===== config.mk =====
export PLATFORM = sky130hd
export DESIGN_NAME = multi_alarm_clock
export DESIGN_NICKNAME = d
export VERILOG_FILES = /design/src/rtl/multi_alarm_clock.sv
export SDC_FILE = /design/constraint.sdc
export NUM_CORES = 1
export LEC_CHECK = 0
export BUFFER_PORTS_ARGS = -buffer_cell sky130_fd_sc_hd__buf_4
export CAP_MARGIN = 10
export CORE_MARGIN = 2
export CORE_UTILIZATION = 59
export DETAILED_ROUTE_END_ITERATION = 8
export MAX_ROUTING_LAYER = met4
export PLACE_DENSITY = 0.79
export SLEW_MARGIN = 20
export SYNTH_ARGS = -nofsm -noshare
export SYNTH_HDL_FRONTEND = slang
export SYNTH_SLANG_ARGS = --single-unit

===== constraint.sdc =====
create_clock -name clk -period 2.55 [get_ports clk]
set_input_delay 0.51 -clock clk [delete_from_list [all_inputs] [get_ports clk]]
set_output_delay 0.51 -clock clk [all_outputs]
set_load 0.05 [all_outputs]

===== src/rtl/multi_alarm_clock.sv =====
// multi_alarm_clock: 24-hour BCD time of day with N independent alarms,
// each with its own ring/snooze state machine and automatic ring timeout.
module multi_alarm_clock #(
    parameter int CLK_DIV      = 10,
    parameter int N_ALARMS     = 4,
    parameter int SNOOZE_MIN   = 5,
    parameter int RING_TIMEOUT = 60,
    localparam int AW = (N_ALARMS > 1) ? $clog2(N_ALARMS) : 1
) (
    input  logic                clk,
    input  logic                reset,
    input  logic [1:0]          H_in1,
    input  logic [3:0]          H_in0,
    input  logic [3:0]          M_in1,
    input  logic [3:0]          M_in0,
    input  logic                LD_time,
    input  logic                LD_alarm,
    input  logic [AW-1:0]       AL_SEL,
    input  logic [N_ALARMS-1:0] AL_EN,
    input  logic                STOP_al,
    input  logic                SNOOZE,
    output logic [N_ALARMS-1:0] Alarm,
    output logic                Alarm_any,
    output logic [1:0]          H_out1,
    output logic [3:0]          H_out0,
    output logic [3:0]          M_out1,
    output logic [3:0]          M_out0,
    output logic [3:0]          S_out1,
    output logic [3:0]          S_out0,
    output logic                tick,
    output logic                ld_err
);
    localparam int CW = $clog2(CLK_DIV);
    localparam int RW = $clog2(RING_TIMEOUT + 1);
    localparam int SW = $clog2(SNOOZE_MIN * 60 + 1);
    localparam logic [RW-1:0] RT_LAST = RW'(RING_TIMEOUT - 1);
    localparam logic [SW-1:0] SN_LOAD = SW'(SNOOZE_MIN * 60);
    localparam logic [AW:0]   NA      = (AW + 1)'(N_ALARMS);

    typedef enum logic [1:0] {IDLE, RING, SNZ} st_e;

    logic [CW-1:0]       cnt_q, cnt_d;
    logic [21:0]         tm_q, tm_d, tm_inc;
    logic [13:0]         al_q [N_ALARMS];
    logic [13:0]         al_d [N_ALARMS];
    st_e                 st_q [N_ALARMS];
    st_e                 st_d [N_ALARMS];
    logic [RW-1:0]       rc_q [N_ALARMS];
    logic [RW-1:0]       rc_d [N_ALARMS];
    logic [SW-1:0]       sc_q [N_ALARMS];
    logic [SW-1:0]       sc_d [N_ALARMS];
    logic                upd_q, upd_d, snz_q, ld_err_q, ld_err_d;
    logic                in_ok, sel_ok, ld_t, ld_a, snz_rise;
    logic [N_ALARMS-1:0] trig, kill;
    logic [1:0]          h1;
    logic [3:0]          h0, m1, m0, s1, s0;
    logic                c_s0, c_s1, c_m0, c_m1, c_h;

    assign {h1, h0, m1, m0, s1, s0} = tm_q;
    assign {H_out1, H_out0, M_out1, M_out0, S_out1, S_out0} = tm_q;
    assign tick      = cnt_q == CW'(CLK_DIV - 1);
    assign ld_err    = ld_err_q;
    assign Alarm_any = |Alarm;

    // Ripple-carry chain of the BCD time counter.
    assign c_s0 = s0 == 4'd9;
    assign c_s1 = c_s0 && s1 == 4'd5;
    assign c_m0 = c_s1 && m0 == 4'd9;
    assign c_m1 = c_m0 && m1 == 4'd5;
    assign c_h  = c_m1 && h1 == 2'd2 && h0 == 4'd3;
    assign tm_inc = {c_m1 ? (c_h ? 2'd0 : h1 + {1'b0, h0 == 4'd9}) : h1,
                     c_m1 ? ((c_h || h0 == 4'd9) ? 4'd0 : h0 + 4'd1) : h0,
                     c_m0 ? (c_m1 ? 4'd0 : m1 + 4'd1) : m1,
                     c_s1 ? (c_m0 ? 4'd0 : m0 + 4'd1) : m0,
                     c_s0 ? (c_s1 ? 4'd0 : s1 + 4'd1) : s1,
                     c_s0 ? 4'd0 : s0 + 4'd1};

    assign in_ok  = H_in0 <= 4'd9 && M_in1 <= 4'd5 && M_in0 <= 4'd9 &&
                    (H_in1 < 2'd2 || (H_in1 == 2'd2 && H_in0 <= 4'd3));
    assign sel_ok = {1'b0, AL_SEL} < NA;
    assign ld_t   = LD_time && in_ok;
    assign ld_a   = LD_alarm && in_ok && sel_ok;
    assign kill   = {N_ALARMS{STOP_al}} | ~AL_EN;

    always_comb begin
        ld_err_d = (LD_time && !in_ok) || (LD_alarm && !(in_ok && sel_ok));
        cnt_d    = (ld_t || tick) ? '0 : cnt_q + 1'b1;
        tm_d     = ld_t ? {H_in1, H_in0, M_in1, M_in0, 8'h00} : tick ? tm_inc : tm_q;
        upd_d    = ld_t || tick;
        snz_rise = SNOOZE && !snz_q;
    end

    // Release (kill) outranks snooze, trigger and timeout; snooze outranks timeout.
    always_comb begin
        trig  = '0;
        Alarm = '0;
        for (int i = 0; i < N_ALARMS; i++) begin
            al_d[i]  = (ld_a && AL_SEL == AW'(i)) ? {H_in1, H_in0, M_in1, M_in0} : al_q[i];
            trig[i]  = upd_q && tm_q == {al_q[i], 8'h00} && AL_EN[i] && !STOP_al;
            Alarm[i] = st_q[i] == RING;
            st_d[i]  = st_q[i];
            rc_d[i]  = rc_q[i];
            sc_d[i]  = sc_q[i];
            if (st_q[i] == IDLE) begin
                if (trig[i]) begin
                    st_d[i] = RING;
                    rc_d[i] = '0;
                end
            end else if (kill[i]) begin
                st_d[i] = IDLE;
            end else if (st_q[i] == RING) begin
                if (snz_rise) begin
                    st_d[i] = SNZ;
                    sc_d[i] = SN_LOAD;
                end else if (trig[i]) begin
                    rc_d[i] = '0;
                end else if (tick) begin
                    st_d[i] = (rc_q[i] == RT_LAST) ? IDLE : RING;
                    rc_d[i] = rc_q[i] + 1'b1;
                end
            end else if (trig[i] || (tick && sc_q[i] == SW'(1))) begin
                st_d[i] = RING;
                rc_d[i] = '0;
            end else if (tick) begin
                sc_d[i] = sc_q[i] - 1'b1;
            end
        end
    end

    always_ff @(posedge clk or negedge reset) begin
        if (!reset) begin
            cnt_q    <= '0;
            tm_q     <= '0;
            upd_q    <= 1'b0;
            snz_q    <= 1'b0;
            ld_err_q <= 1'b0;
            for (int i = 0; i < N_ALARMS; i++) begin
                al_q[i] <= '0;
                st_q[i] <= IDLE;
                rc_q[i] <= '0;
                sc_q[i] <= '0;
            end
        end else begin
            cnt_q    <= cnt_d;
            tm_q     <= tm_d;
            upd_q    <= upd_d;
            snz_q    <= SNOOZE;
            ld_err_q <= ld_err_d;
            for (int i = 0; i < N_ALARMS; i++) begin
                al_q[i] <= al_d[i];
                st_q[i] <= st_d[i];
                rc_q[i] <= rc_d[i];
                sc_q[i] <= sc_d[i];
            end
        end
    end
endmodule


Word level (Yosys, flattened, before mapping) --
Index checks and enable logic that the tools add are counted.
Storage, ports and cells: register bits after elaboration 153, input bits 26, output and inout port bits 29
Cells by class: add/subtract/negate cells 15, magnitude comparators 5, eq/ne operators 60, muxes and demuxes 95, bitwise operators 10, reduce and logical (&&, ||, !) cells 84
Operators with widths (number):
- 6-bit two-way mux | 32
- 9-bit two-way mux | 13
- 22-bit equality test | 4
- 2-bit two-way mux | 34
- 22-bit two-way mux | 2
- 4-bit two-way mux | 10
- 5-bit AND reduction | 8
- 9-bit by 1-bit equality test with 1-bit output, second input constant | 4
- 9-bit by 1-bit subtractor with 9-bit output, second input constant | 4
- 1-bit logical AND | 34
- 4-bit by 1-bit adder with 4-bit output, second input constant | 6
- 6-bit by 1-bit adder with 6-bit output, second input constant | 4
- 6-bit equality test, second input constant | 4
- 5-bit by 1-bit != test with 1-bit output, second input constant | 4
- 5-bit by 3-bit != test with 1-bit output, second input constant | 4
- 2-bit nonzero test | 9
- 4-bit equality test, second input constant | 4
- 2-bit by 1-bit != test with 1-bit output, second input constant | 8
- 2-bit != test, second input constant | 8
- 4-bit by 1-bit != test with 1-bit output, second input constant | 4
- 4-bit AND reduction | 4
- 4-bit nonzero test | 4
- 3-bit by 2-bit != test with 1-bit output, second input constant | 4
- 3-bit nonzero test | 4
- 18 further kinds | 53

Longest topological paths before layout --
Gate-level depths: netlist of the first run.
word-level depth 11, mapped depth 11

Worst setup path before layout of the first run --
No wires, ideal clock.
path type register to register, start point register tm_q[0], end point register tm_q[19], library setup time 66 ps, data arrival time 2401 ps, data required time 2484 ps, setup slack 83 ps, stages on the path, launching flop included 9, clock period less this slack 2467 ps, path through dfrtp_1 > ha_1 > nand3b_1 > nor4_2 > and4b_2 > a21oi_2 > or3_1 > a21oi_1 > a221o_1
On the way: longest elaborated chain between the ends 11, elaborated cells on any way between the ends 13
Ends and longest elaborated chain:
- from (decl) | RTL line 43 | logic [21:0] tm_q, tm_d, tm_inc;
- from (signal assigned) | RTL line 145 | tm_q <= tm_d;
- 4-bit equality test * | RTL line 66 | assign c_s0 = s0 == 4'd9;
- 1-bit logical AND * | RTL line 67 | assign c_s1 = c_s0 && s1 == 4'd5;
- 1-bit logical AND * | RTL line 68 | assign c_m0 = c_s1 && m0 == 4'd9;
- 1-bit logical AND * | RTL line 69 | assign c_m1 = c_m0 && m1 == 4'd5;
- 1-bit logical AND (2 in series) | RTL line 70 | assign c_h = c_m1 && h1 == 2'd2 && h0 == 4'd3;
- 1-bit logical OR | RTL line 72 | c_m1 ? ((c_h || h0 == 4'd9) ? 4'd0 : h0 + 4'd1) : h0,
- 4-bit two-way mux (2 in series) | RTL line 72
- 22-bit two-way mux (2 in series) | RTL line 88 | tm_d = ld_t ? {H_in1, H_in0, M_in1, M_in0, 8'h00} : tick ? tm_inc : tm_q;
Every way passes the cells marked *; elsewhere a longest branch is shown, timed or not. The select of a mux whose other input is x is not followed. A chain may end at the register's enable or synchronous reset.

Worst setup path in the final report of the first run --
start point register st_q[7] in the netlist's numbering, end point output Alarm_any
On the way: longest elaborated chain between the ends 2
Ends and longest elaborated chain:
- from (decl) | RTL line 46 | st_e st_q [N_ALARMS];
- from (signal, indexed assignment) | RTL line 151 | st_q[i] <= st_d[i];
- 2-bit by 1-bit equality test with 1-bit output | RTL line 100 | Alarm[i] = st_q[i] == RING;
- 4-bit OR reduction | RTL line 63 | assign Alarm_any = |Alarm;
- to (decl) | RTL line 23 | output logic Alarm_any,
No other way between the ends.

==> results of run 1 <==
## sequential cells by signal, indices dropped and copies added (netlist names)
name	cells
tm_q	22
upd_q	1
al_q	56
ld_err	1
cnt_q	4
snz_q	1
st_q	8
rc_q	24
sc_q	36
## cells in the final DEF (no fill, tap or decap), drive strengths merged, types with 30 or more instances in the layout
cell type,count
o21ai,68
mux2,57
buf,92
inv,30
xor2,55
nand3,35
dfrtp,153
nand2,68
nor2,68
a21oi,44
## layout make-up
class	instances	area [sq um]
well taps	184	230.2
flip-flops and latches	153	3830
clock buffers	19	452.9
clock inverters	13	118.9
fillers	1054	4369
inverters	28	105.1
multi-input cells	651	4493
repair buffers	92	769.5
## report_power, final
group / switching [mW] / internal [mW]
Combinational: 1.79 / 1.23
Sequential: 0.675 / 2.92
Clock: 1.04 / 1.40
Total: 3.50 / 5.55
## worst reg2reg max path: stages, from the launching register on
cell and delay [ns]:
dfrtp_1 0.46, or3b_4 0.41, nor4_4 0.13, buf_4 0.19, and4_1 0.25, and2_1 0.31
nor2_2 0.11, and3_1 0.18, a221o_1 0.25
## timing repair
item,4_1_cts,5_1_grt
endpoints found under the setup margin,1,18
gates cloned,0,0
resized for setup,1,8
## kinds of logic (layout without fill, tap and decap cells)
group	after synthesis	in the layout	share of synthesized area, %
AOI/OAI and AO/OA	171	171	12.48
xor gates and xnor gates	75	75	7.672
adders and majority gates	27	27	3.946
buffers and inverters	64	152	3.405
DFF	153	153	44.72
muxes	60	60	7.848
and+or+nand+nor	318	318	19.93
## cells in the mapped netlist (all sizes together) (4+ instances only)
cell type    n
dfrtp      153
nand2       68
nor2        68
o21ai       68
mux2        57
xor2        55
a21oi       44
nand3       35
ha          27
inv         27
buf         26
nor3        23
xnor2       20
nor4        19
nor2b       18
nand4       14
clkbuf      10
nand2b      10
and2         9
and3         9
a22o         8
or2          8
nand3b       7
nor3b        7
or3          6
a31oi        5
nand4b       5
o211ai       5
o31ai        5
or4          5
a211oi       4
a21o         4
a221o        4
o21a         4
o22ai        4
## metal layers
layer	vias up	wire [um]
met5	-	0
met4	0	391
met3	25	736
met2	155	9640
met1	3249	8749
li1	3230	-
## worst min-delay path by stage
| stage | from | end | cells past startpoint |
|---|---|---|---|
| after floorplan | reset | al_q[0] | 0 |
| after global placement | rc_q[17] | rc_q[17] | 1 |
| after detailed placement | rc_q[17] | rc_q[17] | 1 |
| after CTS | reset | rc_q[8] | 1 |
| after global routing | reset | rc_q[8] | 1 |
| final | reset | rc_q[10] | 1 |
==> flow_summary.toml, run 1 <==
[global_route]
grt_util_met1_pct = 34.83
grt_pass1_wl_um = 32780
met2_usage_pct = 42.91
grtUsageTotal_pct = 26.98
grt_pass1_vias = 6527
grt.overflow.total = 0
gr-usage-met3_pct = 5.584
antenna_found_initial = 0
busiest_layer = "met2"
grt_max_degree = 58

[pwr]
max-vdd-ir-drop_v = 0.0005897
finalPower_mw = 9.048
power.leakage_nw = 4.603
power-per-cell-area_nw_per_um2 = 904.8

[setup_path]
crit_path_end = "Alarm_any"
cp-end-kind = "output pin"
timing.rr.start = "tm_q[2]"
cpLargestDelayFamily = "simple AND/OR/NAND/NOR gates"
cp_slowest_cell = "or4_1"
critPathMaxFanout = 9
cp_num_cells = 4
r2r_setup_slack_ns = 0.16
r2r_end = "rc_q[10]"
crit_arrival_ns = 1.93
crit_buf_inv = 2
crit_start = "st_q[7]"
crit_required_ns = 2.04
crit_path_start_kind = "flip-flop"
criticalPathCategory = "reg2out"
cpPeakStageDelay_ns = 0.54
worstPathCellList = "nand2b_2, inv_1, or4_1, buf_4"
r2r_cells = 8

[route]
num_vias = 6659
ant_nets = 0
routedWlPerCell_um = 17.12
via_per_inst = 5.841
wirelength_um = 19520
drt_first_pass_iters = 5
drt_iter0_markers = 515
drc_errors = 0

[run_status]
status = "finished, final reports clean"

[place]
place_inst = 1108
hpwl_um = 13870
place.gp.congestion = 0.9018
port_buffers = 54
place_area_sq_um = 9390
post-place-ws_ns = 0.03124

[clock_network]
clkLatencyLatePin_ns = 0.43
post_cts_buffers = 0
ctsRootBufferMaster = "clkbuf_16"
clkSlewWorstSetupHoldPaths_ns = 0.06
cts_tree = "built"
cts.sinks = 153
clockBufferDepth = 2
cts_made_buffers = 17
h-tree-depth = 4
cts-hold-fix-buffers = 0

[synthesis]
synth.area.top_cells = "dfrtp_1, mux2_2, xor2_1"
synthDistinctLibCells = 70
async_flop_share_pct = 100.0
synth-edff-count = 0
syn_nets = 921
synth-warning-count = 0
synth_top_cell_area_share_pct = 44.72
synth_area_sq_um = 8562
syn_area_per_cell_sq_um = 9.864
ys_ff_latch = 153
syn_inst = 868
yosys.area.top_type = "dfrtp_1"
ys.flop_type = "dfrtp_1"
yosysSeqAreaShare_pct = 44.72

[cells_and_area]
fin_nets = 996
final_cell_area_sq_um = 10000
area_delta_synth_final_pct = 16.79
layout-drive-gt1-share_pct = 22.59
antenna_cells = 0
post-route-util_pct = 69.59
stdcell_count = 1140

[sta]
worst_slack_ns = 0.1092
finalCritPeriodShare_pct = 95.72
hold_viol_final = 0
hold_slack_ns = 0.05310
relSlewSlack_pct = 59.27
tns_ns = 0
setup_violations = 0
tightest_slew_ns = 0.6063
rsz0062_at_grt = "no"
max_freq_ghz = 0.4097
min_period_ns = 2.441
slew_viol_final = 0
skew_ns = 0.01005

[floorplanning]
core_area_sq_um = 14370
dieHeight_um = 124.5
die_area_sq_um = 15490
rows = 44
start_util_pct = 59.59
ios = 55
die_x_um = 124.5

[flow_run]
maxCapViolations = 0

[hold_path]
hp-class = "in2async"
Note: power is estimated with default switching activity, not from simulation.
==> inputs of run 2 (changes only) <==
==> constraint.sdc (replaced) <==
create_clock -name clk -period 2.72 [get_ports clk]
set_input_delay 0.544 -clock clk [delete_from_list [all_inputs] [get_ports clk]]
set_output_delay 0.544 -clock clk [all_outputs]
set_load 0.05 [all_outputs]
==> run 2 against run 1 <==
  * Global-route usage up 1.2 points
  * Sequential power down 6.4%
  * Non-clock buffer count down 3
  * Sequential share of layout area up 0.22 points
  * Final cell count down 0.26%
  * Register-to-register slack better by 0.03 ns
  * Setup slack worse by 0.0045 ns
  * Critical endpoint unchanged
  * Final area down 0.60%
  * Clock skew down 0.00077 ns
==> flow_summary.toml, run 2 (same netlist as run 1, synthesis figures left out) <==
[cells_and_area]
fin_nets = 993
mostFrequentLayoutCell = "dfrtp_1"
largest_reg_flops = 56
multi_input_area_sq_um = 4479
top_register = "al_q"
final_cell_area_sq_um = 9940
register_area_sq_um = 3829
nFillCells = 1067
layout-drive-gt1-share_pct = 22.04
antenna_cells = 0
reg_top3 = "al_q x56, sc_q x36, rc_q x24"
final_cell_mix = "dfrtp_1, buf_4, nand2_1, nor2_1, o21ai_0"
area_delta_synth_final_pct = 16.09

[flow_run]
maxCapViolations = 0

[clock_network]
cts_made_buffers = 17
clkSlewWorstSetupHoldPaths_ns = 0.06
clkLatencyLatePin_ns = 0.44
h-tree-depth = 4
ctsRootBufferMaster = "clkbuf_16"
cts_tree = "built"
cts-hold-fix-buffers = 0
cts.sinks = 153
clockBufferDepth = 2

[route]
met2_length_um = 10230
routedWlPerCell_um = 17.87
num_vias = 6740
drt-met1-wl_um = 8807
drc_errors = 0
ant_nets = 0
drt_iter0_markers = 494
dr_wl_met3_um = 862
drt_first_pass_iters = 5
wirelength_um = 20320
top_layer = "met4"
via_per_inst = 5.928

[setup_path]
r2r_cells = 7
crit_start = "st_q[5]"
cpPeakStageDelay_ns = 0.57
r2r_setup_slack_ns = 0.19
crit_path_start_kind = "flip-flop"
crit_path_end = "Alarm_any"
timing.rr.start = "tm_q[9]"
criticalPathCategory = "reg2out"
worstPathCellList = "nand2b_2, inv_1, or4_1, buf_4"
crit_required_ns = 2.18
crit_arrival_ns = 2.07
cp_slowest_cell = "or4_1"
r2r_end = "rc_q[14]"
cp-end-kind = "output pin"
critPathMaxFanout = 8

[floorplanning]
start_util_pct = 59.59
rows = 44
die_area_sq_um = 15490
ios = 55
die_x_um = 124.5
core_area_sq_um = 14370
dieHeight_um = 124.5

[run_status]
status = "finished, final reports clean"

[sta]
hold_viol_final = 0
skew_ns = 0.009279
setup_violations = 0
max_freq_ghz = 0.3824
relSlewSlack_pct = 59.46
min_period_ns = 2.615
finalCritPeriodShare_pct = 96.15
slew_viol_final = 0
tightest_slew_ns = 0.6061
worst_slack_ns = 0.1047

[pwr]
power-per-cell-area_nw_per_um2 = 864.7
power.leakage_nw = 4.586
max-vdd-ir-drop_v = 0.0005814
finalPower_mw = 8.595

[place]
place_area_sq_um = 9315
hpwl_um = 14060
place.gp.congestion = 0.8910
port_buffers = 54
post-place-ws_ns = 0.2197

[global_route]
grt_pass1_vias = 6581
grt_max_degree = 58
grt_pass1_wl_um = 33970
grtUsageTotal_pct = 28.17
antenna_found_initial = 0
grt.overflow.total = 0

[hold_path]
hp-class = "in2async"
==> run 2: cell types whose count changed in the layout (fill, tap and decap cells not counted), sizes merged <==
cell,before,now
buf,92,89
clkbuf,19,21
clkinv,6,8
bufinv,1,2
clkinvlp,4,2
inv,30,27
==> run 2: worst min-delay path by stage <==
stage / startpoint / slack, ns / cells after the start / endpoint
2_1_floorplan: reset / 0.25 / 0 / al_q[0]
3_3_place_gp: cnt_q[0] / 0.47 / 1 / cnt_q[0]
3_5_place_dp: rc_q[17] / 0.48 / 1 / rc_q[17]
4_1_cts: reset / 0.1 / 1 / rc_q[9]
5_1_grt: reset / 0.12 / 1 / rc_q[9]
6_report: reset / 0.07 / 1 / rc_q[9]
==> run 2: worst max-delay path: cells and delay by family (launching register included) <==
family,cells,cell delay [ns]
and+or+nand+nor,2,0.83
DFF,1,0.43
buffers and inverters,2,0.38
==> run 2: layout make-up <==
cell class	instances	share of cell area (%)
tap	184	2.316
clock inverter	11	1.234
timing repair buffer	89	7.137
clock buffer	21	4.632
inverter	28	1.095
sequential	153	38.52
multi-input combinational	651	45.07
==> run 2: metal layers <==
layer | global-route usage, % | vias up
li1 | - | 3225
met3 | 5.584 | 33
met5 | - | -
met2 | 45.81 | 166
met1 | 35.75 | 3316
met4 | 9.121 | 0
==> run 2: report_power, final <==
part	leakage (nW)	internal, mW	switching [mW]
Combinational	2.34	1.14	1.74
Clock	0.287	1.40	0.951
Sequential	1.96	2.74	0.624
Total	4.59	5.28	3.32
==> run 2: repair_timing <==
action                                  CTS  global route
endpoints found under the setup margin    0            17
setup buffers                             0             2
resized for setup                         0             6
==> run 2: through the flow <==
stage | TNS [ns] | utilization [%] | instances | hold WS (ns)
6_report | 0 | 69.17 | 1137 | 0.07347
5_1_grt | -0.01687 | 69.17 | 1137 | 0.1216
4_1_cts | 0 | 68.89 | 1135 | 0.09678
2_1_floorplan | 0 | - | 868 | 0.2484
3_5_place_dp | 0 | 64.83 | 1103 | 0.4782
3_3_place_gp | 0 | 64.83 | 1103 | 0.4731
